$ cat src/rtl/fib_disp_pkg.sv
// Shared definitions for the Fibonacci BCD display: converter state
// encoding and the active-low seven-segment patterns {a,b,c,d,e,f,g,dp}.
package fib_disp_pkg;

    typedef enum logic [1:0] {
        IDLE = 2'b00,
        CONV = 2'b01,
        UPDT = 2'b10
    } state_t;

    localparam logic [7:0] SEG_0     = 8'h03;
    localparam logic [7:0] SEG_1     = 8'h9F;
    localparam logic [7:0] SEG_2     = 8'h25;
    localparam logic [7:0] SEG_3     = 8'h0D;
    localparam logic [7:0] SEG_4     = 8'h99;
    localparam logic [7:0] SEG_5     = 8'h49;
    localparam logic [7:0] SEG_6     = 8'h41;
    localparam logic [7:0] SEG_7     = 8'h1F;
    localparam logic [7:0] SEG_8     = 8'h01;
    localparam logic [7:0] SEG_9     = 8'h09;
    localparam logic [7:0] SEG_BLANK = 8'hFF;

    // Non-decimal nibbles never come out of the converter; show them dark.
    function automatic logic [7:0] seg_decode(input logic [3:0] nib);
        logic [7:0] seg;
        case (nib)
            4'd0:    seg = SEG_0;
            4'd1:    seg = SEG_1;
            4'd2:    seg = SEG_2;
            4'd3:    seg = SEG_3;
            4'd4:    seg = SEG_4;
            4'd5:    seg = SEG_5;
            4'd6:    seg = SEG_6;
            4'd7:    seg = SEG_7;
            4'd8:    seg = SEG_8;
            4'd9:    seg = SEG_9;
            default: seg = SEG_BLANK;
        endcase
        return seg;
    endfunction

endpackage

$ cat src/rtl/bin2bcd_iter.sv
// Change-triggered iterative binary to 4-digit BCD converter
// (shift/add-3). A new value is captured only from IDLE, so input changes
// during a conversion are ignored until IDLE re-compares against LAST.
//
// Handshake: there is no valid/ready pair here. busy is high while the
// engine is in CONV or UPDT; disp_bcd holds the last completed result and
// changes only on the UPDT edge.
module bin2bcd_iter
    import fib_disp_pkg::*;
#(
    parameter int N = 11
) (
    input  logic         clk,
    input  logic         rst,
    input  logic [N-1:0] data_in,
    output logic [15:0]  disp_bcd,
    output logic         busy,
    output state_t       state_dbg
);

    localparam logic [3:0] CNT_LAST = 4'(N - 1);

    state_t       state;
    logic [N-1:0] last;
    logic [N-1:0] cap;
    logic [N-1:0] shift;
    logic [15:0]  bcd;
    logic [3:0]   cnt;
    logic [15:0]  bcd_adj;

    // Add-3 correction of every nibble that would overflow past 9 on the shift.
    always_comb begin
        bcd_adj = bcd;
        for (int i = 0; i < 4; i++) begin
            if (bcd[4*i +: 4] >= 4'd5) begin
                bcd_adj[4*i +: 4] = bcd[4*i +: 4] + 4'd3;
            end
        end
    end

    // Converter FSM: detect change, run N shift steps, publish result.
    always_ff @(posedge clk or posedge rst) begin
        if (rst) begin
            state    <= IDLE;
            last     <= '0;
            cap      <= '0;
            shift    <= '0;
            bcd      <= '0;
            cnt      <= '0;
            disp_bcd <= '0;
            busy     <= 1'b0;
        end else begin
            case (state)
                IDLE: begin
                    if (data_in != last) begin
                        shift <= data_in;
                        cap   <= data_in;
                        bcd   <= '0;
                        cnt   <= '0;
                        state <= CONV;
                        busy  <= 1'b1;
                    end
                end
                CONV: begin
                    bcd   <= {bcd_adj[14:0], shift[N-1]};
                    shift <= shift << 1;
                    cnt   <= cnt + 4'd1;
                    if (cnt == CNT_LAST) begin
                        state <= UPDT;
                    end
                end
                UPDT: begin
                    disp_bcd <= bcd;
                    last     <= cap;
                    state    <= IDLE;
                    busy     <= 1'b0;
                end
                default: begin
                    state <= IDLE;
                    busy  <= 1'b0;
                end
            endcase
        end
    end

    assign state_dbg = state;

endmodule

$ cat src/rtl/fib_bcd_display.sv
// Four-digit multiplexed seven-segment display of an N-bit binary value.
// The converter supplies a stable BCD word; this level scans the digits
// and applies optional leading-zero blanking. Outputs depend on registers
// only, never directly on data_in.
module fib_bcd_display
    import fib_disp_pkg::*;
#(
    parameter int N            = 11,
    parameter int REFRESH_BITS = 17,
    parameter int BLANK_LZ     = 1
) (
    input  logic         clk,
    input  logic         rst,
    input  logic [N-1:0] data_in,
    output logic         busy,
    output logic [7:0]   segs,
    output logic [3:0]   disp_en,
    output state_t       state_dbg
);

    logic [15:0]             disp_bcd;
    logic [REFRESH_BITS-1:0] prescaler;
    logic [1:0]              sel;
    logic [3:0]              digit;
    logic                    blank;

    bin2bcd_iter #(
        .N (N)
    ) u_conv (
        .clk       (clk),
        .rst       (rst),
        .data_in   (data_in),
        .disp_bcd  (disp_bcd),
        .busy      (busy),
        .state_dbg (state_dbg)
    );

    // Free-running prescaler; the digit select steps on each wrap.
    always_ff @(posedge clk or posedge rst) begin
        if (rst) begin
            prescaler <= '0;
            sel       <= 2'd0;
        end else begin
            prescaler <= prescaler + 1'b1;
            if (&prescaler) begin
                sel <= sel + 2'd1;
            end
        end
    end

    // Pick the active digit, decide blanking and drive segments/enables.
    always_comb begin
        digit = disp_bcd[3:0];
        blank = 1'b0;
        case (sel)
            2'd0: digit = disp_bcd[3:0];
            2'd1: digit = disp_bcd[7:4];
            2'd2: digit = disp_bcd[11:8];
            2'd3: digit = disp_bcd[15:12];
            default: digit = disp_bcd[3:0];
        endcase
        if (BLANK_LZ != 0) begin
            case (sel)
                2'd1: blank = (disp_bcd[15:4] == 12'h000);
                2'd2: blank = (disp_bcd[15:8] == 8'h00);
                2'd3: blank = (disp_bcd[15:12] == 4'h0);
                default: blank = 1'b0;
            endcase
        end
        segs    = blank ? SEG_BLANK : seg_decode(digit);
        disp_en = ~(4'b0001 << sel);
    end

endmodule

$ cat config.mk
export PLATFORM = sky130hd
export DESIGN_NAME = fib_bcd_display
export DESIGN_NICKNAME = d
export VERILOG_FILES = /design/src/rtl/fib_disp_pkg.sv /design/src/rtl/bin2bcd_iter.sv /design/src/rtl/fib_bcd_display.sv
export SDC_FILE = /design/constraint.sdc
export NUM_CORES = 1
export LEC_CHECK = 0
export BUFFER_PORTS_ARGS = -buffer_cell sky130_fd_sc_hd__buf_2
export CAP_MARGIN = 10
export CORE_MARGIN = 2
export CORE_UTILIZATION = 40
export DETAILED_ROUTE_END_ITERATION = 12
export PLACE_DENSITY = 0.66
export SLEW_MARGIN = 10
export SYNTH_ARGS = -nofsm -noshare
export SYNTH_HDL_FRONTEND = slang
export SYNTH_SLANG_ARGS = --single-unit
$ cat constraint.sdc
create_clock -name clk -period 3.2 [get_ports clk]
set_input_delay 0.16 -clock clk [delete_from_list [all_inputs] [get_ports clk]]
set_output_delay 0.16 -clock clk [all_outputs]
set_load 0.005 [all_outputs]
# After elaboration in Yosys (flattened, before gate mapping)
# Memories as Yosys holds them, arrays and structs flattened.
# Cells that the tools add are included.
# Widths: inputs -> output; s select.
# totals
regBits	91
latchBits	0
ram_bits	0
mem_bits_ro	112
inputBits	13
out_inout_bits	15
wordCells	63
memories	1
# memory_table
name	depth	width	rd	rd_ports_with_merged_regs	write_ports	line_no	source
(name not given)	16	7	1	0	0	fib_disp_pkg.sv:26	case (nib)
# classes
add_sub_neg	7
multipliers	0
n_div	0
order_cmp	4
n_eq_ne	9
shifts	1
n_mux	18
bitwise_logic	2
reduce_logical	11
# op_table
op	count
$pmux 16 s2	1
$pmux 11 s2	1
$add 17x1->17 const B	1
$reduce_and 17->1	1
$ge 4x3->1 const B	4
$mux 16	1
$mux 4	4
$pmux 4 s4	1
$add 4x2->4 const B	3
$logic_not 12->1	1
$mux 11	1
$ne 11x11->1	1
$logic_not 8->1	1
$mux 8	1
$pmux 4 s2	1
$reduce_and 2->1	4
$eq 2x2->1 const B	3
$add 4x1->4 const B	1
$eq 2x1->1 const B	2
$eq 4x4->1 const B	1
$logic_not 2->1	2
$logic_not 4->1	1
$mux 2	2
$ne 2x1->1 const B	2
other kinds (11)	11

# Longest topological paths before layout
# Gate-level depths: netlist of the first run.
# An unclocked memory read counts as a cell.
# logic_depth
depth_word	4
ltp_mapped	9

# Modules after synthesis
# From an unflattened synthesis of the first run, not the netlist that was laid out.
# hier_totals
cells_unflattened	421
hier_area_um2	4619.4
# modules_own_cells
mod	n_inst	cells_each	area_each_um2
bin2bcd_iter	1	298	3352.0
fib_bcd_display	1	123	1267.5

# Worst setup path after synthesis of the first run
# Ideal clock, no wire load.
# synth_path
path_kind	register -> output
startpoint	register sel[0]
endpoint	output segs[3]
t_arrival_ns	1.974
required_time_ns	3.040
setup_slack_ns	1.066
path_stages_with_launch	10
cell_sequence	dfrtp_1 -> inv_1 -> ha_1 -> inv_1 -> mux2i_1 -> inv_1 -> ha_1 -> a211oi_1 -> a211oi_1 -> o21ai_0
# synth_via
elab_chain_cells	4
# synth_lines
element	line_no	source
start: declaration	fib_bcd_display.sv:23	logic [1:0] sel;
start signal: assignment	fib_bcd_display.sv:46	sel <= sel + 2'd1;
$eq 2x2->1 (tied with other cells)	fib_bcd_display.sv:55, fib_bcd_display.sv:63	
$pmux 4 s4	fib_bcd_display.sv:55	case (sel)
$mem_v2 16x7	-	
$mux 8 (*)	fib_bcd_display.sv:70	segs = blank ? SEG_BLANK : seg_decode(digit);
end: declaration	fib_bcd_display.sv:16	output logic [7:0] segs,
# Mark *: on every way between the ends. The rest lies on a longest branch, timed or not.

# Worst setup path in the final report of the first run
# Ends and elaborated chain as after synthesis.

==> results of run 1 <==
-- worst register-to-register path, stage by stage (launching register included) --
cell     delay (ps)
dfrtp_1         380
xnor2_1         150
nand4_1         210
o41a_1          730
o221a_2         360
-- registers in the layout, indices dropped and copies added, names as in the netlist --
signal,cells
prescaler,17
u_conv.bcd,16
u_conv.disp_bcd,16
u_conv.cap,11
u_conv.last,11
u_conv.shift,11
u_conv.cnt,4
sel,2
u_conv.state_dbg,2
u_conv.busy,1
-- worst max-delay path by stage --
stage / slack (ps) / cells after the start / endpoint / from
6_report: 230 / 10 / segs[3] / sel[0]
5_1_grt: 40 / 10 / segs[3] / sel[0]
4_1_cts: 230 / 10 / segs[3] / sel[0]
3_5_place_dp: 600 / 10 / segs[3] / sel[0]
3_3_place_gp: 860 / 10 / segs[3] / sel[0]
2_1_floorplan: 680 / 1 / prescaler[0] / rst
-- final cells by class --
cell class	instances	area (um2)	share of cell area, %
sequential	91	2277	44.48
multi-input combinational	272	2041	39.86
clock buffer	12	266.5	5.205
timing repair buffer	34	192.7	3.763
tap	140	175.2	3.421
inverter	32	121.4	2.370
clock inverter	3	46.29	0.9042
-- where the power goes --
part | switching [mW] | internal (mW) | total [mW] | leakage, nW
combinational | 0.904 | 0.930 | 1.83 | 1.06
sequential | 0.315 | 1.59 | 1.91 | 1.13
clock | 0.425 | 0.666 | 1.09 | 0.151
-- through the flow --
| stage | util, % | instances | power (mW) | hold WS [ps] |
|---|---|---|---|---|
| floorplan | - | 409 | 3.274 | 284.1 |
| global placement | 43.87 | 568 | 3.671 | 237.9 |
| detailed placement | 43.87 | 568 | 3.764 | 244.4 |
| CTS | 46.82 | 584 | 4.873 | 78.93 |
| global route | 46.82 | 584 | 5.233 | 94.55 |
| finish | 46.82 | 584 | 4.832 | 81.93 |
-- per-layer routing --
| metal | track usage, % | part of all wire (%) | wire (um) | up-vias |
|---|---|---|---|---|
| met5 | 0 | 0 | 0 | - |
| met4 | 6.875 | 2.4 | 204 | 0 |
| met3 | 3.175 | 3.0 | 261 | 17 |
| met2 | 23.84 | 46 | 3931 | 47 |
| met1 | 20.78 | 49 | 4195 | 1528 |
| li1 | - | - | - | 1503 |
-- logic make-up after synthesis --
| kind of cell | after synthesis | share of synthesized area (%) |
|---|---|---|
| compound gates | 84 | 13.13 |
| simple gates | 96 | 10.52 |
| xor+xnor | 31 | 6.024 |
| buf+inv | 46 | 4.248 |
| mux | 38 | 9.356 |
| flops | 91 | 50.53 |
| fa+ha+maj | 22 | 6.108 |
| other cells | 1 | 0.08321 |
-- cell usage in the layout, fill, tap and decap left out, types with 7 or more instances in the layout --
cell	instances
clkbuf_16	9
nand2b_1	13
and3_1	8
nor2_1	18
buf_4	7
ha_1	22
buf_2	26
o21ai_0	29
nand2_1	28
o221a_2	7
dfrtp_1	91
a21oi_1	9
a211oi_1	14
inv_1	31
xnor2_1	26
mux2_2	33
nand3_1	9
==> run metrics, run 1 <==
initial antenna violation count 0; status finished, final reports clean; count leader, synth dfrtp_1; Seq/Total Area, Yosys about half; htree depth 3; RSZ-0062 raised after global routing no; Hold EP u_conv.shift[0]; CTS tree built; syn avg cell area between 10 and 15 um2; die area between 0.01 and 0.015 mm2; final worst setup slack 227.6 ps; Worst Path Required slightly above 3000 ps; minimum clock period after layout between 2000 and 3000 ps; Clock Tree Buf Depth 2; Seq cells post-synth 91; Row Count 38; Slew HR about two fifths; gr usage total between 15 and 20%; largest area contributor in the netlist dfrtp_1; Placed Area 0.004797 mm2; via density per instance 5.300; Top cell by count, worst path inv_1; Worst setup SP type flop; fin area 0.005120 mm2; P per Cell Area around 940 mW/mm2; RR Startpoint u_conv.last[5]; CTS resizes 0; Die Y ~110 um; number of enable flip-flop cells after synthesis 0; first-pass iteration count of the detailed router 5; mapped cell area 0.004507 mm2; CP bufs+invs 4; FF-to-FF End u_conv.shift[4]; max_cap viols 0; crit path max fanout 7; share of flip-flops with an asynchronous set or reset 100.0%; routability cong. slightly below 0.8; nets approximately 480; delay-heaviest family, CP buffers and inverters; Post-synth top flop dfrtp_1; slew at the pin with the worst max-slew slack about 920 ps; via count a little over 3000; # clock sinks 91; Routed Antenna Nets 0; first-pass GRT wire length 14460 um; ant diodes 0; postcts setup bufs 0; Synth-to-Final Area Change 13.60%; post-placement setup slack ~600 ps; crit path max-delay cell type mux2i_1; Post-synth top cells dfrtp_1, mux2_2, inv_1; top cells by area, synth dfrtp_1, mux2_2, ha_1; number of CTS-inserted buffers 9; period utilization between 90% and 100%; Total Wirelength 8592 um; drt initial violations between 200 and 250; max incr delay on CP roughly 450 ps; Critical Path End Type output port; core area approximately 0.011 mm2; number of global-route vias before repair 3016; hold path cells 2; Hold Crit Class in -> reg; Post-CTS Hold Fix Bufs 1; layout filler cell count between 1000 and 1500; Peak VDD IR 0.0003613 V; worst r2r path cells 4; Post-Route Skew approximately 8.1 ps; chip width about 110 um; Leak Pwr 2.349 nW; setup TNS 0 ps; layout cells sized above 1 20.50%; Avg WL per Cell 14.71 um; starting density of the core 41.21%; gr ovfl total 0; Post-Syn Instances between 400 and 500; r2r setup slk between 1000 and 1500 ps; Hold Path Origin data_in[0]; Fmax achieved around 340 MHz; Post-DP HPWL 6098 um; Hold Fails Final Rpt 0; crit path kind reg -> out; pin count of the biggest net entering global routing 35; Yosys Warn Count 0; Pins Over Slew Limit 0; Clk pin slew, worst setup/hold paths 60 ps; I/O pin count 28; share of the synthesized area in the top cell type 50.53%; Worst-Skew Late Latency around 340 ps; crit path DAT about 2800 ps; Root Driver clkbuf_16; Netlist cell types 44; Final setup viols 0; Cell Chain, Critical Path inv_1, ha_1, inv_1, mux2i_1, inv_1, ha_1, a211oi_1, a211oi_1, o21ai_0, buf_2; Syn Nets ~440; port bufs 26; drt drc 0
(Power assumes the default switching activity.)
==> run 2, diff against run 1 <==
--- a/config.mk
+++ b/config.mk
@@ -10,8 +10,9 @@
 export CORE_MARGIN = 2
 export CORE_UTILIZATION = 40
 export DETAILED_ROUTE_END_ITERATION = 12
+export HOLD_SLACK_MARGIN = 0.12
 export PLACE_DENSITY = 0.66
-export SLEW_MARGIN = 10
+export SLEW_MARGIN = 20
 export SYNTH_ARGS = -nofsm -noshare
 export SYNTH_HDL_FRONTEND = slang
 export SYNTH_SLANG_ARGS = --single-unit
==> run 2 against run 1 <==
Count of clock-buffer cells in the layout stayed put; clock skew barely moved; worst hold slack gained 44 ps.
==> run metrics, run 2 (synthesis gave the netlist of run 1 again) <==
commonest non-fill, non-tap cell in the layout dfrtp_1; starting density of the core 41.21% (unchanged); # clock sinks 91 (unchanged); Row Count 38 (unchanged); drt drc 0 (unchanged); Peak VDD IR 0.0003612 V (about the same); CTS resizes 0 (unchanged); slew at the pin with the worst max-slew slack 925.7 ps (+8.017 ps); largest register by flop count prescaler; layout filler cell count 1016 (-0.78%); minimum clock period after layout 2972 ps (+0.06200 ps); GR Util met1 21.01% (+0.23 points); Hold Crit Class in -> reg; Net Sw Frac 34.05% (about the same); Worst setup SP type flop; status finished, final reports clean; Routed Antenna Nets 0 (unchanged); Clock Tree Buf Depth 2 (unchanged); Slew HR 38.14% (-0.54 points); gr usage total 15.50% (+0.13 points); chip width 110.1 um (unchanged); Clock power frac 22.6% (about the same); routing usage on met2 24.15% (+0.31 points); Final setup viols 0 (unchanged); Fmax achieved 336.4 MHz (about the same); hold path cells 2 (unchanged); number of global-route vias before repair 3044 (+0.93%); I/O pin count 28 (unchanged); crit path kind reg -> out; via density per instance 5.248 (-0.98%); layout cells sized above 1 20.09% (-0.41 points); crit path max fanout 7 (unchanged); initial antenna violation count 0 (unchanged); max reg flops 17 (unchanged); CTS tree built; ant diodes 0 (unchanged); Post-Route Skew 8.205 ps (+0.09695 ps); Pins Over Slew Limit 0 (unchanged); nets 484 (+1.9%); Root Driver clkbuf_16; worst r2r path cells 4 (unchanged); Critical Path End Type output port; Total Wirelength 8687 um (+1.1%); core area 0.01094 mm2 (unchanged); commonest cells after routing, fill and taps aside dfrtp_1, mux2_2, inv_1; Post-DP HPWL 6098 um (unchanged); routability cong. 0.7942 (unchanged); drt initial violations 200 (-12%); Psw 1.649 mW (+0.25%); RSZ-0062 raised after global routing no; gr busiest metal met2; fin area 0.005210 mm2 (+1.8%); die area 0.01213 mm2 (unchanged); Overall Power 4.843 mW (+0.23%); GR met3 Demand/Resource 3.057% (-0.12 points); htree depth 3 (unchanged); P per Cell Area 929.6 mW/mm2 (-1.5%); Die Y 110.1 um (unchanged); crit path DAT 2810 ps (about the same); gr ovfl total 0 (unchanged); Synth-to-Final Area Change 15.60%; postcts setup bufs 0 (unchanged); number of CTS-inserted buffers 9 (unchanged); Comb pwr share 38.1% (about the same); Worst Path Required 3040 ps (about the same); setup TNS 0 ps (unchanged); via count 3112 (+0.55%); max_cap viols 0 (unchanged); Leak Pwr 2.386 nW (+1.6%); first-pass GRT wire length 14590 um (+0.91%); Clk pin slew, worst setup/hold paths 60 ps (about the same); first-pass iteration count of the detailed router 4 (-1); Sequential Power Share 39.3% (about the same); pin count of the biggest net entering global routing 35 (unchanged); Internal Power 3.194 mW (+0.22%); Hold Fails Final Rpt 0 (unchanged); biggest regs prescaler x17, u_conv.bcd x16, u_conv.disp_bcd x16; period utilization 92.89% (about the same); Avg WL per Cell 14.65 um (-0.43%); Worst-Skew Late Latency 340 ps (about the same); port bufs 26 (unchanged); Placed Area 0.004797 mm2 (unchanged)
## run 2: cell types whose count changed in the layout (fill, tap and decap cells not counted), sizes merged
cell	delta
dlygate4sd3	+9
## run 2: final timing paths
path,start,to,slack [ps]
min in group asynchronous,rst,u_conv.cap[0],400
worst min register to register,prescaler[12],prescaler[12],470
max in group asynchronous,rst,u_conv.last[0],1940
worst min-delay path,data_in[8],u_conv.cap[8],130
worst max-delay path,sel[0],segs[3],230
worst max register to register,u_conv.last[5],u_conv.shift[4],1250
## run 2: worst max-delay path: stages, from the launching register on
cell and delay, ps:
dfrtp_1 410, inv_1 100, ha_1 270, inv_1 170, mux2i_1 450, inv_1 180
ha_1 240, a211oi_1 210, a211oi_1 80, o21ai_0 220, buf_2 150
## run 2: power by group through the flow
stage	Combinational [mW]	Clock, mW	Sequential [mW]
6_report	1.85	1.09	1.90
5_1_grt	2.11	1.17	1.96
4_1_cts	1.86	1.11	1.91
3_5_place_dp	1.84	0	1.92
3_3_place_gp	1.77	0	1.90
2_1_floorplan	1.46	0	1.82
## run 2: routing by layer
layer / wire, um / part of all wire (%)
met1: 4172 / 48
met4: 205 / 2.4
met5: 0 / 0
met3: 304 / 3.5
met2: 4005 / 46
## run 2: per-stage QoR
step	cells	util (%)	hold slack, ps	setup WS (ps)
2_1_floorplan	409	-	284.1	676.4
3_3_place_gp	568	43.87	237.9	861.6
3_5_place_dp	568	43.87	244.4	596.8
4_1_cts	593	47.64	124.8	230.7
5_1_grt	593	47.64	129.3	38.24
6_report	593	47.64	126.1	227.5
## run 2: layout make-up
cell class                 instances  area [um2]  share of cell area [%]
timing repair buffer              43       282.8                   5.427
inverter                          32       121.4                   2.329
clock inverter                     3       46.29                  0.8886
multi-input combinational        272        2041                   39.17
clock buffer                      12       266.5                   5.115
sequential                        91        2277                   43.71
tap                              140       175.2                   3.362
## run 2: timing repair
item	in CTS	in global routing
endpoints found under the setup margin	0	0
endpoints found under the hold margin	42	0
hold buffers	10	0
==> run 3, diff against run 2 <==
--- a/config.mk
+++ b/config.mk
@@ -7,7 +7,6 @@
 export LEC_CHECK = 0
 export BUFFER_PORTS_ARGS = -buffer_cell sky130_fd_sc_hd__buf_2
 export CAP_MARGIN = 10
-export CORE_MARGIN = 2
 export CORE_UTILIZATION = 40
 export DETAILED_ROUTE_END_ITERATION = 12
 export HOLD_SLACK_MARGIN = 0.12
==> constraint.sdc (replaced) <==
create_clock -name clk -period 3.56 [get_ports clk]
set_input_delay 0.178 -clock clk [delete_from_list [all_inputs] [get_ports clk]]
set_output_delay 0.178 -clock clk [all_outputs]
set_load 0.005 [all_outputs]
==> run 3 against run 2 <==
Final area shrank 2.4%; via count grew 0.13%; largest power group unchanged; power shrank 16%; worst hold slack gained 340 ps; sequential share of layout area grew 1.1 points; critical path depth is the same; final cell count shrank 0.17%; die area shrank 3.6%; register-to-register slack lost 30 ps; sequential power shrank 9%.
==> run metrics, run 3 (synthesis gave the netlist of run 1 again) <==
status finished, final reports clean; Post-DP HPWL 5909 um (-3.1%); first-pass GRT wire length 14920 um (+2.3%); drt drc 0 (unchanged); nets 483 (-0.21%); Total Wirelength 8617 um (-0.81%); RR Startpoint u_conv.last[1]; htree depth 3 (unchanged); setup TNS 0 ps (unchanged); Leak Pwr 2.320 nW (-2.8%); RSZ-0062 raised after global routing no; Slew HR 49.41% (+11 points); starting density of the core 41.39% (+0.18 points); port bufs 26 (unchanged); Synth-to-Final Area Change 12.85%; max reg flops 17 (unchanged); Clock Tree Buf Depth 2 (unchanged); via count 3116 (+0.13%); I/O pin count 28 (unchanged); max_cap viols 0 (unchanged); chip width 108.1 um (-1.8%); worst r2r path cells 5 (+1); commonest non-fill, non-tap cell in the layout dfrtp_1; crit path kind reg -> out; Worst Path Required 3380 ps (+340 ps); Avg WL per Cell 14.56 um (-0.64%); Pins Over Slew Limit 0 (unchanged); number of CTS-inserted buffers 9 (unchanged); minimum clock period after layout ~2900 ps; P per Cell Area 797.1 mW/mm2 (-14%); Overall Power 4.054 mW (-16%); Worst Setup EP segs[3]; Fmax achieved around 350 MHz; via density per instance 5.264 (+0.30%); Hold Crit Class reg -> reg; initial antenna violation count 0 (unchanged); gr ovfl total 0 (unchanged); Worst-Skew Late Latency 350 ps (about the same); Cell Chain, Critical Path inv_1, ha_1, inv_1, mux2i_1, inv_1, ha_1, a211oi_1, a211oi_1, o21ai_0, buf_2; ant diodes 0 (unchanged); Comb pwr share 40.4% (+2.3 points); Inst Count DP 565 (-0.53%); crit path max-delay cell type mux2i_1; period utilization approximately four fifths; die area 0.01170 mm2 (-3.6%); r2r setup slk 1220 ps (-30 ps); max incr delay on CP 440 ps (about the same); biggest regs prescaler x17, u_conv.bcd x16, u_conv.disp_bcd x16; Top cell by count, worst path inv_1; Peak VDD IR 0.0002936 V (-19%); largest register by flop count prescaler; Final setup viols 0 (unchanged); FF-to-FF End u_conv.cap[8]; CTS resizes 0 (unchanged); commonest cells after routing, fill and taps aside dfrtp_1, mux2_2, inv_1; CTS tree built; Root Driver clkbuf_8; Clk pin slew, worst setup/hold paths 70 ps (about the same); Critical Path End Type output port; routability cong. 0.8276 (+4.2%); Net Sw Frac 36.22% (+2.2 points); Internal Power 2.586 mW (-19%); Clock power frac 17.2% (-5.4 points); Worst setup SP type flop; fin cells 592 (-0.17%); drt initial violations 247 (+24%); Psw 1.468 mW (-11%); Hold Fails Final Rpt 0 (unchanged); layout cells sized above 1 19.25% (-0.84 points); Sequential Power Share 42.4% (+3.1 points); pin count of the biggest net entering global routing 59 (+69%); gr usage total 16.23% (+0.74 points); number of global-route vias before repair 3074 (+0.99%); # clock sinks 91 (unchanged); hold slack 466.0 ps (+340.0 ps); crit path max fanout 7 (unchanged); crit path DAT 2690 ps (-120 ps); Row Count 38 (unchanged); slew at the pin with the worst max-slew slack 758.9 ps (-166.8 ps); Die Y 108.1 um (-1.8%); Crit. Startpoint sel[0]; core area 0.01089 mm2 (-0.44%); Post-Route Skew 12.67 ps (+4.460 ps); Routed Antenna Nets 0 (unchanged); first-pass iteration count of the detailed router 5 (+1)
[run 3: how the worst min path moves through the flow]
| stage | cells past startpoint | endpoint | slack (ps) | startpoint |
|---|---|---|---|---|
| 4_1_cts | 1 | prescaler[15] | 470 | prescaler[15] |
| 3_5_place_dp | 2 | u_conv.last[0] | 440 | rst |
| 2_1_floorplan | 1 | u_conv.shift[0] | 300 | data_in[0] |
| 6_report | 1 | prescaler[15] | 470 | prescaler[15] |
| 3_3_place_gp | 2 | u_conv.shift[0] | 430 | data_in[0] |
| 5_1_grt | 1 | prescaler[12] | 500 | prescaler[12] |
[run 3: metrics by stage]
stage	cell area, um2	utilization, %	setup slack, ps
after global routing	5086	46.71	337.0
after floorplan	4507	-	1018
after CTS	5085	46.70	661.6
after global placement	4775	43.85	1216
final	5086	46.71	696.6
after detailed placement	4775	43.85	1052
[run 3: worst max-delay path, delay by kind of cell, from the launching register on]
family / cells / cell delay [ps]
AOI/OAI and AO/OA: 3 / 410
adders and majority gates: 2 / 510
buffers and inverters: 4 / 560
DFF: 1 / 420
muxes: 1 / 440
[run 3: layer usage]
layer / wire length [um] / track usage [%]
met2: 4069 / 26.11
met3: 232 / 2.351
met5: 0 / 0
met4: 121 / 6.164
met1: 4193 / 22.11
[run 3: power groups by stage]
| stage | Combinational, mW | Sequential, mW | Clock (mW) |
|---|---|---|---|
| after floorplan | 1.31 | 1.63 | 0 |
| after global placement | 1.58 | 1.72 | 0 |
| after detailed placement | 1.63 | 1.73 | 0 |
| after CTS | 1.66 | 1.72 | 0.714 |
| after global routing | 1.88 | 1.77 | 0.757 |
| final | 1.64 | 1.72 | 0.696 |
[run 3: layout make-up]
type                       count  area (um2)
sequential                    91        2277
inverter                      32       122.6
multi-input combinational    272        2041
tap                          140       175.2
clock inverter                 5       62.56
fill                         992        5802
clock buffer                  10       127.6
timing repair buffer          42       280.3
[run 3: what timing repair did]
item / CTS / global route
hold buffers: 12 / 0
endpoints found under the hold margin: 69 / 0
buffers inserted: 0 / 0
